--- config.mk ---
export PLATFORM = sky130hd
export DESIGN_NAME = lut_layer_pipe
export DESIGN_NICKNAME = d
export VERILOG_FILES = /design/src/rtl/lut_layer_pkg.sv /design/src/rtl/lut_neuron_ram.sv /design/src/rtl/lut_layer_pipe.sv
export SDC_FILE = /design/constraint.sdc
export NUM_CORES = 1
export LEC_CHECK = 0
export BUFFER_PORTS_ARGS = -buffer_cell sky130_fd_sc_hd__buf_2
export CAP_MARGIN = 20
export CORE_AREA = 3 3 160 162
export DETAILED_ROUTE_END_ITERATION = 10
export DIE_AREA = 0 0 163 165
export PLACE_DENSITY = 0.77
export SLEW_MARGIN = 20
export SYNTH_ARGS = -nofsm -noshare
export SYNTH_HDL_FRONTEND = slang
export SYNTH_HIERARCHICAL = 1
export SYNTH_SLANG_ARGS = --single-unit
--- constraint.sdc ---
create_clock -name clk -period 2.2 [get_ports clk]
set_input_delay 0.22 -clock clk [delete_from_list [all_inputs] [get_ports clk]]
set_output_delay 0.22 -clock clk [all_outputs]
set_load 0.005 [all_outputs]
--- src/rtl/lut_layer_pkg.sv ---
// Shared types and helpers for the LUT layer pipeline.
package lut_layer_pkg;

  typedef enum logic [1:0] {
    StUncfg,
    StRun,
    StDrain,
    StCfg
  } state_e;

  // Width of the neuron-select field; never narrower than one bit.
  function automatic int unsigned cfg_neuron_w(int unsigned n);
    return (n > 1) ? $clog2(n) : 1;
  endfunction

endpackage

--- src/rtl/lut_neuron_ram.sv ---
// Single neuron truth table: one write port, one registered read port.
module lut_neuron_ram #(
  parameter int unsigned FanIn   = 6,
  parameter int unsigned OutBits = 1
) (
  input  logic               clk_i,
  input  logic               rst_i,
  input  logic               we_i,
  input  logic [FanIn-1:0]   waddr_i,
  input  logic [OutBits-1:0] wdata_i,
  input  logic               re_i,
  input  logic [FanIn-1:0]   raddr_i,
  output logic [OutBits-1:0] rdata_o
);

  localparam int unsigned Depth = 2 ** FanIn;

  logic [OutBits-1:0] mem_q [Depth];
  logic [OutBits-1:0] rdata_q;

  // Table storage is deliberately not reset; contents are defined only once loaded.
  always_ff @(posedge clk_i) begin
    if (we_i) begin
      mem_q[waddr_i] <= wdata_i;
    end
  end

  // Read register doubles as the output stage; it only advances when the stage does.
  always_ff @(posedge clk_i) begin
    if (rst_i) begin
      rdata_q <= '0;
    end else if (re_i) begin
      rdata_q <= mem_q[raddr_i];
    end
  end

  assign rdata_o = rdata_q;

endmodule

--- src/rtl/lut_layer_pipe.sv ---
// Two-stage LUT neuron layer with a config handshake that drains the pipe first.
module lut_layer_pipe
  import lut_layer_pkg::*;
#(
  parameter int unsigned N_NEURONS = 4,
  parameter int unsigned FAN_IN    = 6,
  parameter int unsigned OUT_BITS  = 1
) (
  input  logic                                 clk,
  input  logic                                 rst,
  input  logic [N_NEURONS*FAN_IN-1:0]          in_data,
  input  logic                                 in_valid,
  output logic                                 in_ready,
  output logic [N_NEURONS*OUT_BITS-1:0]        out_data,
  output logic                                 out_valid,
  input  logic                                 out_ready,
  input  logic                                 cfg_req,
  output logic                                 cfg_ack,
  input  logic                                 cfg_we,
  input  logic [cfg_neuron_w(N_NEURONS)-1:0]   cfg_neuron,
  input  logic [FAN_IN-1:0]                    cfg_addr,
  input  logic [OUT_BITS-1:0]                  cfg_data,
  output logic [31:0]                          sample_count
);

  localparam int unsigned NeuronW = cfg_neuron_w(N_NEURONS);

  state_e state_q, state_d;

  logic                          s1_valid_q;
  logic                          s2_valid_q;
  logic [N_NEURONS*FAN_IN-1:0]   s1_addr_q;
  logic [31:0]                   count_q;
  logic                          en1, en2, accept, rd_en, cfg_wr;

  assign en2      = !s2_valid_q || out_ready;
  assign en1      = !s1_valid_q || en2;
  assign in_ready = (state_q == StRun) && en1;
  assign accept   = in_valid && in_ready;
  assign rd_en    = en2 && s1_valid_q;
  assign cfg_ack  = (state_q == StCfg);
  assign cfg_wr   = cfg_ack && cfg_we;

  // Mode sequencing: config is only entered once the datapath is empty.
  always_comb begin
    state_d = state_q;
    unique case (state_q)
      StUncfg: if (cfg_req) state_d = StCfg;
      StRun:   if (cfg_req) state_d = StDrain;
      StDrain: if (!s1_valid_q && !s2_valid_q) state_d = StCfg;
      StCfg:   if (!cfg_req) state_d = StRun;
      default: state_d = StUncfg;
    endcase
  end

  // State register.
  always_ff @(posedge clk) begin
    if (rst) begin
      state_q <= StUncfg;
    end else begin
      state_q <= state_d;
    end
  end

  // Stage valid flags; a stage loads whenever its enable is high.
  always_ff @(posedge clk) begin
    if (rst) begin
      s1_valid_q <= 1'b0;
      s2_valid_q <= 1'b0;
    end else begin
      if (en1) s1_valid_q <= accept;
      if (en2) s2_valid_q <= s1_valid_q;
    end
  end

  // Stage 1 address capture; payload needs no reset since it is qualified by s1_valid_q.
  always_ff @(posedge clk) begin
    if (accept) begin
      s1_addr_q <= in_data;
    end
  end

  // Delivered-result counter, wraps naturally.
  always_ff @(posedge clk) begin
    if (rst) begin
      count_q <= '0;
    end else if (out_valid && out_ready) begin
      count_q <= count_q + 32'd1;
    end
  end

  assign out_valid    = s2_valid_q;
  assign sample_count = count_q;

  // Out-of-range neuron indices never match a select, so such writes are dropped.
  for (genvar i = 0; i < N_NEURONS; i++) begin : g_neuron
    logic we;
    assign we = cfg_wr && (cfg_neuron == NeuronW'(i));

    lut_neuron_ram #(
      .FanIn  (FAN_IN),
      .OutBits(OUT_BITS)
    ) u_ram (
      .clk_i  (clk),
      .rst_i  (rst),
      .we_i   (we),
      .waddr_i(cfg_addr),
      .wdata_i(cfg_data),
      .re_i   (rd_en),
      .raddr_i(s1_addr_q[i*FAN_IN +: FAN_IN]),
      .rdata_o(out_data[i*OUT_BITS +: OUT_BITS])
    );
  end

endmodule

==> results of run 1 <==
## how the worst max path moves through the flow
stage / from / end / slack [ns] / cells after the start
2_1_floorplan: out_valid / s1_addr_q[0] / 0.23 / 3
3_3_place_gp: s1_addr_q[0] / g_neuron[0].u_ram/rdata_o / 0.09 / 5
3_5_place_dp: s1_addr_q[0] / g_neuron[0].u_ram/rdata_o / 0.08 / 5
4_1_cts: s1_addr_q[0] / g_neuron[0].u_ram/rdata_o / 0.07 / 5
5_1_grt: state_q[0] / g_neuron[0].u_ram/mem_q[3] / -0.09 / 5
6_report: state_q[0] / g_neuron[0].u_ram/mem_q[51] / 0.03 / 5
## sequential cells by signal, indices dropped and copies added (netlist names)
register                count
g_neuron.u_ram/mem_q      256
g_neuron.u_ram/rdata_o      4
out_valid                   1
s1_addr_q                  24
s1_valid_q                  1
sample_count               32
state_q                     2
## routing by layer
metal  vias up  wire length [µm]  GRT usage (%)
li1       4367                 -              -
met1      4693             12900           31.3
met2       386             14900           37.9
met3        56              2060           3.14
met4         0               754           7.69
met5         -                 0              0
## cell usage after synthesis, drive strengths merged
cell	count	area share, %
nor2	291	7.6
edfxtp	280	58
mux4	48	8.2
nand2	45	1.2
dfxtp	40	5.5
clkbuf	37	1.2
nand3	37	1.3
mux2	33	2.6
buf	24	1.7
nor2b	23	1.0
a21oi	21	0.73
nor3	21	0.73
nand4	20	1.0
nand3b	16	0.83
o22ai	16	0.69
o21ai	15	0.52
inv	13	0.34
nand2b	12	0.52
o31ai	12	0.62
or4	12	0.62
or3	11	0.48
nor4	10	0.61
a22oi	9	0.47
xor2	9	0.55
a31oi	8	0.35
o41ai	8	0.69
and4	5	0.30
and2	4	0.17
and3	4	0.17
nand4b	4	0.24
or2b	4	0.21
or3b	4	0.24
xnor2	3	0.18
a211oi	1	0.052
a311oi	1	0.061
ha	1	0.087
nor3b	1	0.052
or2	1	0.043
## worst max-delay path, stage by stage, from the launching register on
cell and delay, ns:
dfxtp_1 0.38, and3_1 0.36, nor3b_1 0.29, nor2b_1 0.33
nand3_1 0.32, nor2_1 0.22
## through the flow
stage | setup TNS (ns) | std cells | hold WS, ns | power (mW) | area [µm²]
6_report | 0 | 1567 | 0.0495 | 12.8 | 16500
5_1_grt | -0.891 | 1567 | 0.0637 | 13.2 | 16500
4_1_cts | 0 | 1564 | 0.0282 | 12.9 | 16500
3_5_place_dp | 0 | 1475 | 0.398 | 7.34 | 15100
3_3_place_gp | 0 | 1475 | 0.397 | 7.33 | 15100
2_1_floorplan | 0 | 1104 | 0.319 | 7.12 | 14500
## logic make-up (layout without fill, tap and decap cells)
kind of cell | count (synthesis) | count (layout) | synth area share, %
simple gates | 525 | 525 | 17.2
mux | 81 | 81 | 10.8
xor+xnor | 12 | 12 | 0.727
flops | 320 | 320 | 63.7
compound gates | 91 | 91 | 4.18
buf+inv | 74 | 213 | 3.27
fa+ha+maj | 1 | 1 | 0.0866
## what timing repair did
action,4_1_cts,5_1_grt
setup endpoints to repair,0,19
setup buffers,0,3
endpoints found under the hold margin,26,0
gates resized for setup,0,1
hold buffers,26,0
## cells in the final DEF (no fill, tap or decap), types with 5 or more instances in the layout
master	n
buf_2	76
or3_1	11
dlygate4sd3_1	26
dfxtp_1	40
clkbuf_1	10
xor2_1	9
mux2_2	33
a21oi_1	21
mux4_2	20
nand4_1	18
clkinv_1	8
nor4_1	6
mux4_1	28
nand2_1	45
clkbuf_16	36
nand2b_1	12
inv_1	13
a31oi_1	8
and4_1	5
nor2_1	291
buf_12	6
buf_4	28
nor2b_1	23
o21ai_0	15
nand3_1	36
a22oi_1	9
or4_1	12
nor3_1	21
edfxtp_1	280
o31ai_1	12
nand3b_1	16
o22ai_1	16
## final cells by class
type	instances	area (µm²)
Inverter	13	48.8
Tap cell	324	405
Clock inverter	16	135
Clock buffer	47	952
Sequential cell	320	9210
Fill cell	1699	7740
Multi-Input combinational cell	710	4780
Timing Repair Buffer	137	982
## power groups by stage
stage	registers (mW)	logic [mW]	clock network, mW
finish	6.67	0.595	5.54
global placement	6.79	0.531	0
CTS	6.67	0.582	5.63
detailed placement	6.80	0.542	0
global route	6.67	0.642	5.87
floorplan	6.77	0.344	0
==> results.py, run 1 <==
metrics = {
    "outcome": {
        "outcome": "complete, no violations",
    },
    "drt": {
        "drtPass1Iterations": 5,
        "drt_iter0_markers": 1033,
        "viasPerCell": 6.06,
        "route.detailed.wl_per_inst_um": 19.6,
        "drc": 0,
        "vias": 9502,
        "antenna_left": 0,
        "wl_mm": 30.7,
    },
    "min_path": {
        "whs_path_depth": 3,
        "hp-start": "out_ready",
        "hold_class": "input port to flop",
        "whs_endpoint": "sample_count[1]",
    },
    "clock_tree": {
        "cts_buffers": 35,
        "insertion_delay_ns": 0.52,
        "cts.clk_slew.worst_paths_ns": 0.06,
        "cts.path.max_buffers": 3,
        "cts-root-buf": "clkbuf_16",
        "clock_sinks": 320,
        "cts.htree.levels": 2,
        "cts_tree": "yes",
    },
    "synthesis": {
        "ys_warn_count": 6,
        "syn_avg_cell_area_um2": 13.1,
        "syn_area_um2": 14500,
        "syn-num-nets": 1144,
        "ys_seq_elements": 320,
        "netlist-cell-type-count": 47,
        "yosysSeqAreaShare_pct": 63.7,
        "synth_cells": 1104,
    },
    "worst_setup_path": {
        "r2r_end": "g_neuron[0].u_ram/mem_q[51]",
        "regToRegSetupSlack_ns": 0.03,
        "path_max_fanout": 7,
        "r2r_cells": 5,
        "worst_ep_required_time_ns": 2.42,
        "crit-reg2reg-launch": "state_q[0]",
        "arrival_ns": 2.39,
        "critPathCaptureType": "flop",
        "worstSetupPathType": "flop to flop",
        "startpoint_type": "flop",
    },
    "timing": {
        "slew-limit-headroom_pct": 47.4,
        "fmax_ghz": 0.461,
        "period_share_pct": 98.6,
        "worstMarginPinSlew_ns": 0.788,
        "setup_violations": 0,
        "timing.final.ws_setup_ns": 0.0297,
        "skew_ns": 0.0200,
        "rsz0062_at_grt": "yes",
        "finalMaxSlewViolations": 0,
        "finalHoldViolCount": 0,
        "period_minus_slack_ns": 2.17,
    },
    "floorplan": {
        "die_y_um": 165,
        "num_rows": 57,
        "start_util_pct": 59.6,
        "io-pin-count": 78,
        "dieArea_um2": 26900,
        "die_w_um": 163,
        "core_region_area_um2": 24200,
    },
    "global_routing": {
        "grt_max_degree": 78,
        "grt_pass1_vias": 9178,
        "antenna_found_initial": 0,
        "grt_use_total_pct": 22.8,
        "overflow": 0,
        "grt_first_pass_wirelength_mm": 48.2,
    },
    "power": {
        "power_density_nw_per_um2": 776,
        "power.share.clock_pct": 43.3,
        "ir_worst_vdd_mv": 0.705,
        "intPower_mw": 10.1,
        "seq_power_share_pct": 52.1,
        "p_switching_mw": 2.67,
        "switching_share_pct": 20.8,
        "cellLeakagePower_nw": 5.37,
        "p_comb_share_pct": 4.6,
    },
    "placed_design": {
        "dp_hpwl_mm": 18.9,
        "routabilityCongestion": 0.819,
        "post-place-ws_ns": 0.0782,
        "portBuffers": 77,
    },
    "cells_and_area": {
        "utilization_pct": 68.1,
        "diodes": 0,
        "syn_to_final_growth_pct": 14.2,
        "final_layout_size_suffix_gt1_share_pct": 18.1,
        "final_nets": 1257,
    },
    "job": {
        "cap_viol_max_count": 0,
    },
}
No activity file was read; power rests on OpenSTA's default activity.
==> run 2: changes to the inputs <==
- CELL_PAD_IN_SITES_DETAIL_PLACEMENT: not set -> 1
- CELL_PAD_IN_SITES_GLOBAL_PLACEMENT: not set -> 1
- CORE_AREA: 3 3 160 162 -> 3 3 173 175
- DIE_AREA: 0 0 163 165 -> 0 0 176 178
- PLACE_DENSITY: 0.77 -> not set
- PLACE_DENSITY_LB_ADDON: not set -> 0.1
- RECOVER_POWER: not set -> 50
- SLEW_MARGIN: 20 -> not set
==> results.py, run 2 (synthesized netlist as in run 1, its figures left out) <==
metrics = {
    "cells_and_area": {
        "regMostFlops": "g_neuron.u_ram/mem_q",
        "final_common_cell": "nor2_1",
        "largest_reg_flops": 256,
        "syn_to_final_growth_pct": 16.2,
        "finalInstanceArea_um2": 16800,
        "final_layout_size_suffix_gt1_share_pct": 18.2,
        "final_nets": 1274,
        "most-common-layout-cells": "nor2_1, edfxtp_1, buf_2",
        "diodes": 0,
    },
    "worst_setup_path": {
        "path_max_fanout": 9,
        "crit-reg2reg-launch": "s1_addr_q[6]",
        "endpoint": "g_neuron[1].u_ram/rdata_o",
        "startpoint_type": "flop",
        "worst_ep_required_time_ns": 2.56,
        "worstSetupPathType": "flop to flop",
        "r2r_end": "g_neuron[1].u_ram/rdata_o",
        "arrival_ns": 2.46,
        "critPathCaptureType": "flop",
        "r2r_cells": 6,
        "crit_start": "s1_addr_q[6]",
        "regToRegSetupSlack_ns": 0.1,
    },
    "clock_tree": {
        "insertion_delay_ns": 0.51,
        "cts-root-buf": "clkbuf_16",
        "cts_tree": "yes",
        "cts.path.max_buffers": 3,
        "cts_buffers": 36,
        "cts.clk_slew.worst_paths_ns": 0.06,
        "cts.htree.levels": 2,
        "clock_sinks": 320,
    },
    "floorplan": {
        "core_region_area_um2": 28600,
        "dieArea_um2": 31300,
        "io-pin-count": 78,
        "num_rows": 62,
        "die_w_um": 176,
        "start_util_pct": 50.5,
        "die_y_um": 178,
    },
    "global_routing": {
        "grt_first_pass_wirelength_mm": 55.5,
        "grt_pass1_vias": 10000,
        "overflow": 0,
        "grt_busiest_layer": "met2",
        "globalRouteMet2Util_pct": 39.6,
        "use_met3_pct": 2.92,
        "use_met1_pct": 30.2,
        "grt_use_total_pct": 22.6,
        "antenna_found_initial": 0,
        "grt_max_degree": 81,
    },
    "power": {
        "p_total_mw": 13.5,
        "power_density_nw_per_um2": 804,
        "ir_worst_vdd_mv": 0.689,
        "cellLeakagePower_nw": 5.42,
    },
    "timing": {
        "fmax_ghz": 0.475,
        "worstMarginPinSlew_ns": 1.11,
        "finalHoldViolCount": 0,
        "period_minus_slack_ns": 2.10,
        "finalMaxSlewViolations": 0,
        "period_share_pct": 95.7,
        "slew-limit-headroom_pct": 26.3,
        "finalSetupTns_ns": 0,
        "skew_ns": 0.0215,
        "setup_violations": 0,
    },
    "placed_design": {
        "dp_hpwl_mm": 21.9,
        "place_area_um2": 15300,
        "routabilityCongestion": 0.745,
        "portBuffers": 77,
    },
    "drt": {
        "drt_iter0_markers": 731,
        "drtPass1Iterations": 5,
        "drc": 0,
        "wl_mm": 34.6,
        "viasPerCell": 5.77,
        "vias": 9480,
        "route.detailed.wl_per_inst_um": 21.1,
        "antenna_left": 0,
    },
    "min_path": {
        "hp-start": "out_ready",
        "hold_class": "input port to flop",
    },
    "job": {
        "cap_viol_max_count": 0,
    },
    "outcome": {
        "outcome": "complete, no violations",
    },
}
## run 2: cell count changes in the layout (fill, tap and decap cells not counted), sizes merged
cell    previous run  this run
clkbuf            47        75
buf              111        99
bufinv             2         6
clkinv            13        10
inv               14        13
## run 2: through the flow
stage | utilization (%) | cells | hold slack (ns) | setup WS (ns)
final | 58.7 | 1643 | 0.0899 | 0.0955
after global routing | 58.7 | 1643 | 0.0849 | -0.0133
after CTS | 58.8 | 1639 | 0.0661 | 0.0652
after detailed placement | 53.6 | 1550 | 0.399 | 0.0634
after global placement | 53.6 | 1550 | 0.396 | 0.103
after floorplan | - | 1104 | 0.319 | 0.234
## run 2: critical path, cell delays in order (launching register included)
cell,delay (ns)
edfxtp_1,0.42
buf_12,0.16
mux4_2,0.49
a22oi_1,0.20
a31oi_1,0.15
nor4_1,0.39
o41ai_1,0.14
## run 2: worst min path at each step
stage / endpoint / slack (ns) / depth (start not counted)
global placement: s1_addr_q[12] / 0.40 / 1
CTS: sample_count[1] / 0.07 / 3
global route: sample_count[1] / 0.08 / 3
detailed placement: s1_addr_q[0] / 0.40 / 1
floorplan: g_neuron[0].u_ram/mem_q[0] / 0.32 / 0
finish: sample_count[1] / 0.09 / 3
## run 2: where the power goes
part	internal (mW)	total (mW)	switching [mW]
Combinational	0.239	0.621	0.382
Sequential	6.63	6.67	0.0376
Clock	3.87	6.22	2.35
Total	10.7	13.5	2.77
## run 2: routing by layer
metal	share of wire, %	wire [µm]
met1	43	14800
met4	1.8	640
met3	4.2	1440
met2	51	17800
met5	0	0
## run 2: repair_timing
action,4_1_cts,5_1_grt
resized for setup,1,5
endpoints found under the setup margin,6,21
endpoints found under the hold margin,26,0
setup buffers,0,4
hold buffers,26,0
## run 2: layout make-up
cell class	instances	area [µm²]
clock buffer	47	993
clock inverter	16	225
fill	2860	11800
inverter	13	48.8
multi-input combinational	710	4790
sequential	320	9210
tap	384	480
timing repair buffer	153	1050
==> run 3: changes to the inputs <==
- PLACE_DENSITY: not set -> 0.83
- PLACE_DENSITY_LB_ADDON: 0.1 -> not set
- TNS_END_PERCENT: not set -> 30
==> results.py, run 3 (synthesized netlist as in run 1, its figures left out) <==
metrics = {
    "floorplan": {
        "die_y_um": 178,
        "io-pin-count": 78,
        "start_util_pct": 50.5,
        "core_region_area_um2": 28600,
        "num_rows": 62,
        "dieArea_um2": 31300,
        "die_w_um": 176,
    },
    "global_routing": {
        "grt_use_total_pct": 23.2,
        "overflow": 0,
        "antenna_found_initial": 1,
        "grt_first_pass_wirelength_mm": 56.5,
        "grt_pass1_vias": 10100,
        "grt_max_degree": 103,
    },
    "job": {
        "cap_viol_max_count": 0,
    },
    "clock_tree": {
        "cts.clk_slew.worst_paths_ns": 0.06,
        "clock_sinks": 320,
        "cts_tree": "yes",
        "cts_buffers": 35,
        "cts.htree.levels": 2,
        "cts.path.max_buffers": 3,
        "insertion_delay_ns": 0.51,
        "cts-root-buf": "clkbuf_16",
    },
    "timing": {
        "finalHoldViolCount": 0,
        "worstMarginPinSlew_ns": 1.41,
        "finalMaxSlewViolations": 0,
        "slew-limit-headroom_pct": 6.03,
        "timing.final.ws_setup_ns": 0.111,
        "period_minus_slack_ns": 2.09,
        "skew_ns": 0.0108,
        "period_share_pct": 94.9,
        "finalSetupTns_ns": 0,
        "rsz0062_at_grt": "no",
        "fmax_ghz": 0.479,
        "setup_violations": 0,
    },
    "power": {
        "cellLeakagePower_nw": 5.29,
        "power_density_nw_per_um2": 780,
        "ir_worst_vdd_mv": 0.742,
    },
    "drt": {
        "viasPerCell": 5.93,
        "drtPass1Iterations": 5,
        "drt_iter0_markers": 820,
        "wl_mm": 36.4,
        "antenna_left": 0,
        "vias": 9657,
        "drc": 0,
        "route.detailed.wl_per_inst_um": 22.3,
    },
    "cells_and_area": {
        "finalInstanceArea_um2": 16500,
        "final_layout_size_suffix_gt1_share_pct": 17.4,
        "largest_reg_flops": 256,
        "regMostFlops": "g_neuron.u_ram/mem_q",
        "utilization_pct": 57.7,
        "final_cell_count_no_fill": 1629,
        "final_common_cell": "nor2_1",
        "diodes": 0,
        "most-common-layout-cells": "nor2_1, edfxtp_1, buf_2",
        "syn_to_final_growth_pct": 14.4,
        "final_nets": 1260,
    },
    "placed_design": {
        "routabilityCongestion": 0.781,
        "place_area_um2": 15200,
        "placedCellCount": 1542,
        "portBuffers": 77,
        "dp_hpwl_mm": 22.9,
        "post-place-ws_ns": -0.0107,
    },
    "worst_setup_path": {
        "arrival_ns": 2.45,
        "slowest_delay_ns": 0.66,
        "crit_chain": "buf_4 > mux4_1 > nand2_1 > a31oi_1 > nor4_1 > o41ai_1",
        "slowest_stage": "edfxtp_1",
        "regToRegSetupSlack_ns": 0.11,
        "worstSetupPathType": "flop to flop",
        "worst_ep_required_time_ns": 2.56,
        "path_max_fanout": 11,
        "critPathCaptureType": "flop",
        "startpoint_type": "flop",
    },
    "outcome": {
        "outcome": "complete, no violations",
    },
    "min_path": {
        "hold_class": "input port to flop",
    },
}
[run 3: cell types whose count changed in the layout (fill, tap and decap cells not counted), moves of 2 or more]
cell	before	now
buf_2	59	65
clkinv_2	6	1
buf_12	6	2
bufinv_16	6	2
buf_4	33	30
clkbuf_4	2	0
clkbuf_8	3	1
nand2_1	45	43
nand2_2	0	2
[run 3: timing repair]
action	CTS	global route
hold endpoints to repair	25	0
endpoints found under the setup margin	2	102
hold buffers	25	0
resized for setup	1	7
cloned	0	0
buffers inserted	0	0
[run 3: critical path: cells and delay by family (launching register included)]
kind / cells / cell delay [ns]
AND/OR/NAND/NOR: 2 / 0.40
flip-flops: 1 / 0.66
multiplexers: 1 / 0.35
AO/OA/AOI/OAI: 2 / 0.22
buffers and inverters: 1 / 0.30
[run 3: power by group]
group	leakage, nW	internal [mW]	switching (mW)
sequential	2.84	6.63	0.0425
combinational	1.93	0.224	0.380
clock	0.522	3.35	2.26
[run 3: final timing paths]
kind,cells past startpoint,startpoint,to
max reg2reg,6,s1_addr_q[8],g_neuron[1].u_ram/rdata_o
min reg2reg,2,sample_count[29],sample_count[29]
max,6,s1_addr_q[8],g_neuron[1].u_ram/rdata_o
min,3,cfg_req,state_q[1]
[run 3: per-stage QoR]
stage / hold WS [ns] / power, mW
floorplan: 0.319 / 7.12
finish: 0.0167 / 12.9
detailed placement: 0.398 / 7.36
global route: 0.0237 / 13.3
CTS: 0.00387 / 13.0
global placement: 0.396 / 7.34
[run 3: layer usage]
metal	global-route usage [%]	share of wire (%)	vias to the layer above
li1	-	-	4372
met2	41.1	51	277
met4	7.32	2.7	2
met1	29.6	41	4934
met5	0	0.036	-
met3	3.43	4.6	72
[run 3: cell type report]
type,instances,area (µm²)
clock inverter,8,83.8
clock buffer,54,1000
multi-input combinational,710,4800
timing repair buffer,140,912
tap,384,480
sequential,320,9210
inverter,13,48.8
fill,2877,12100
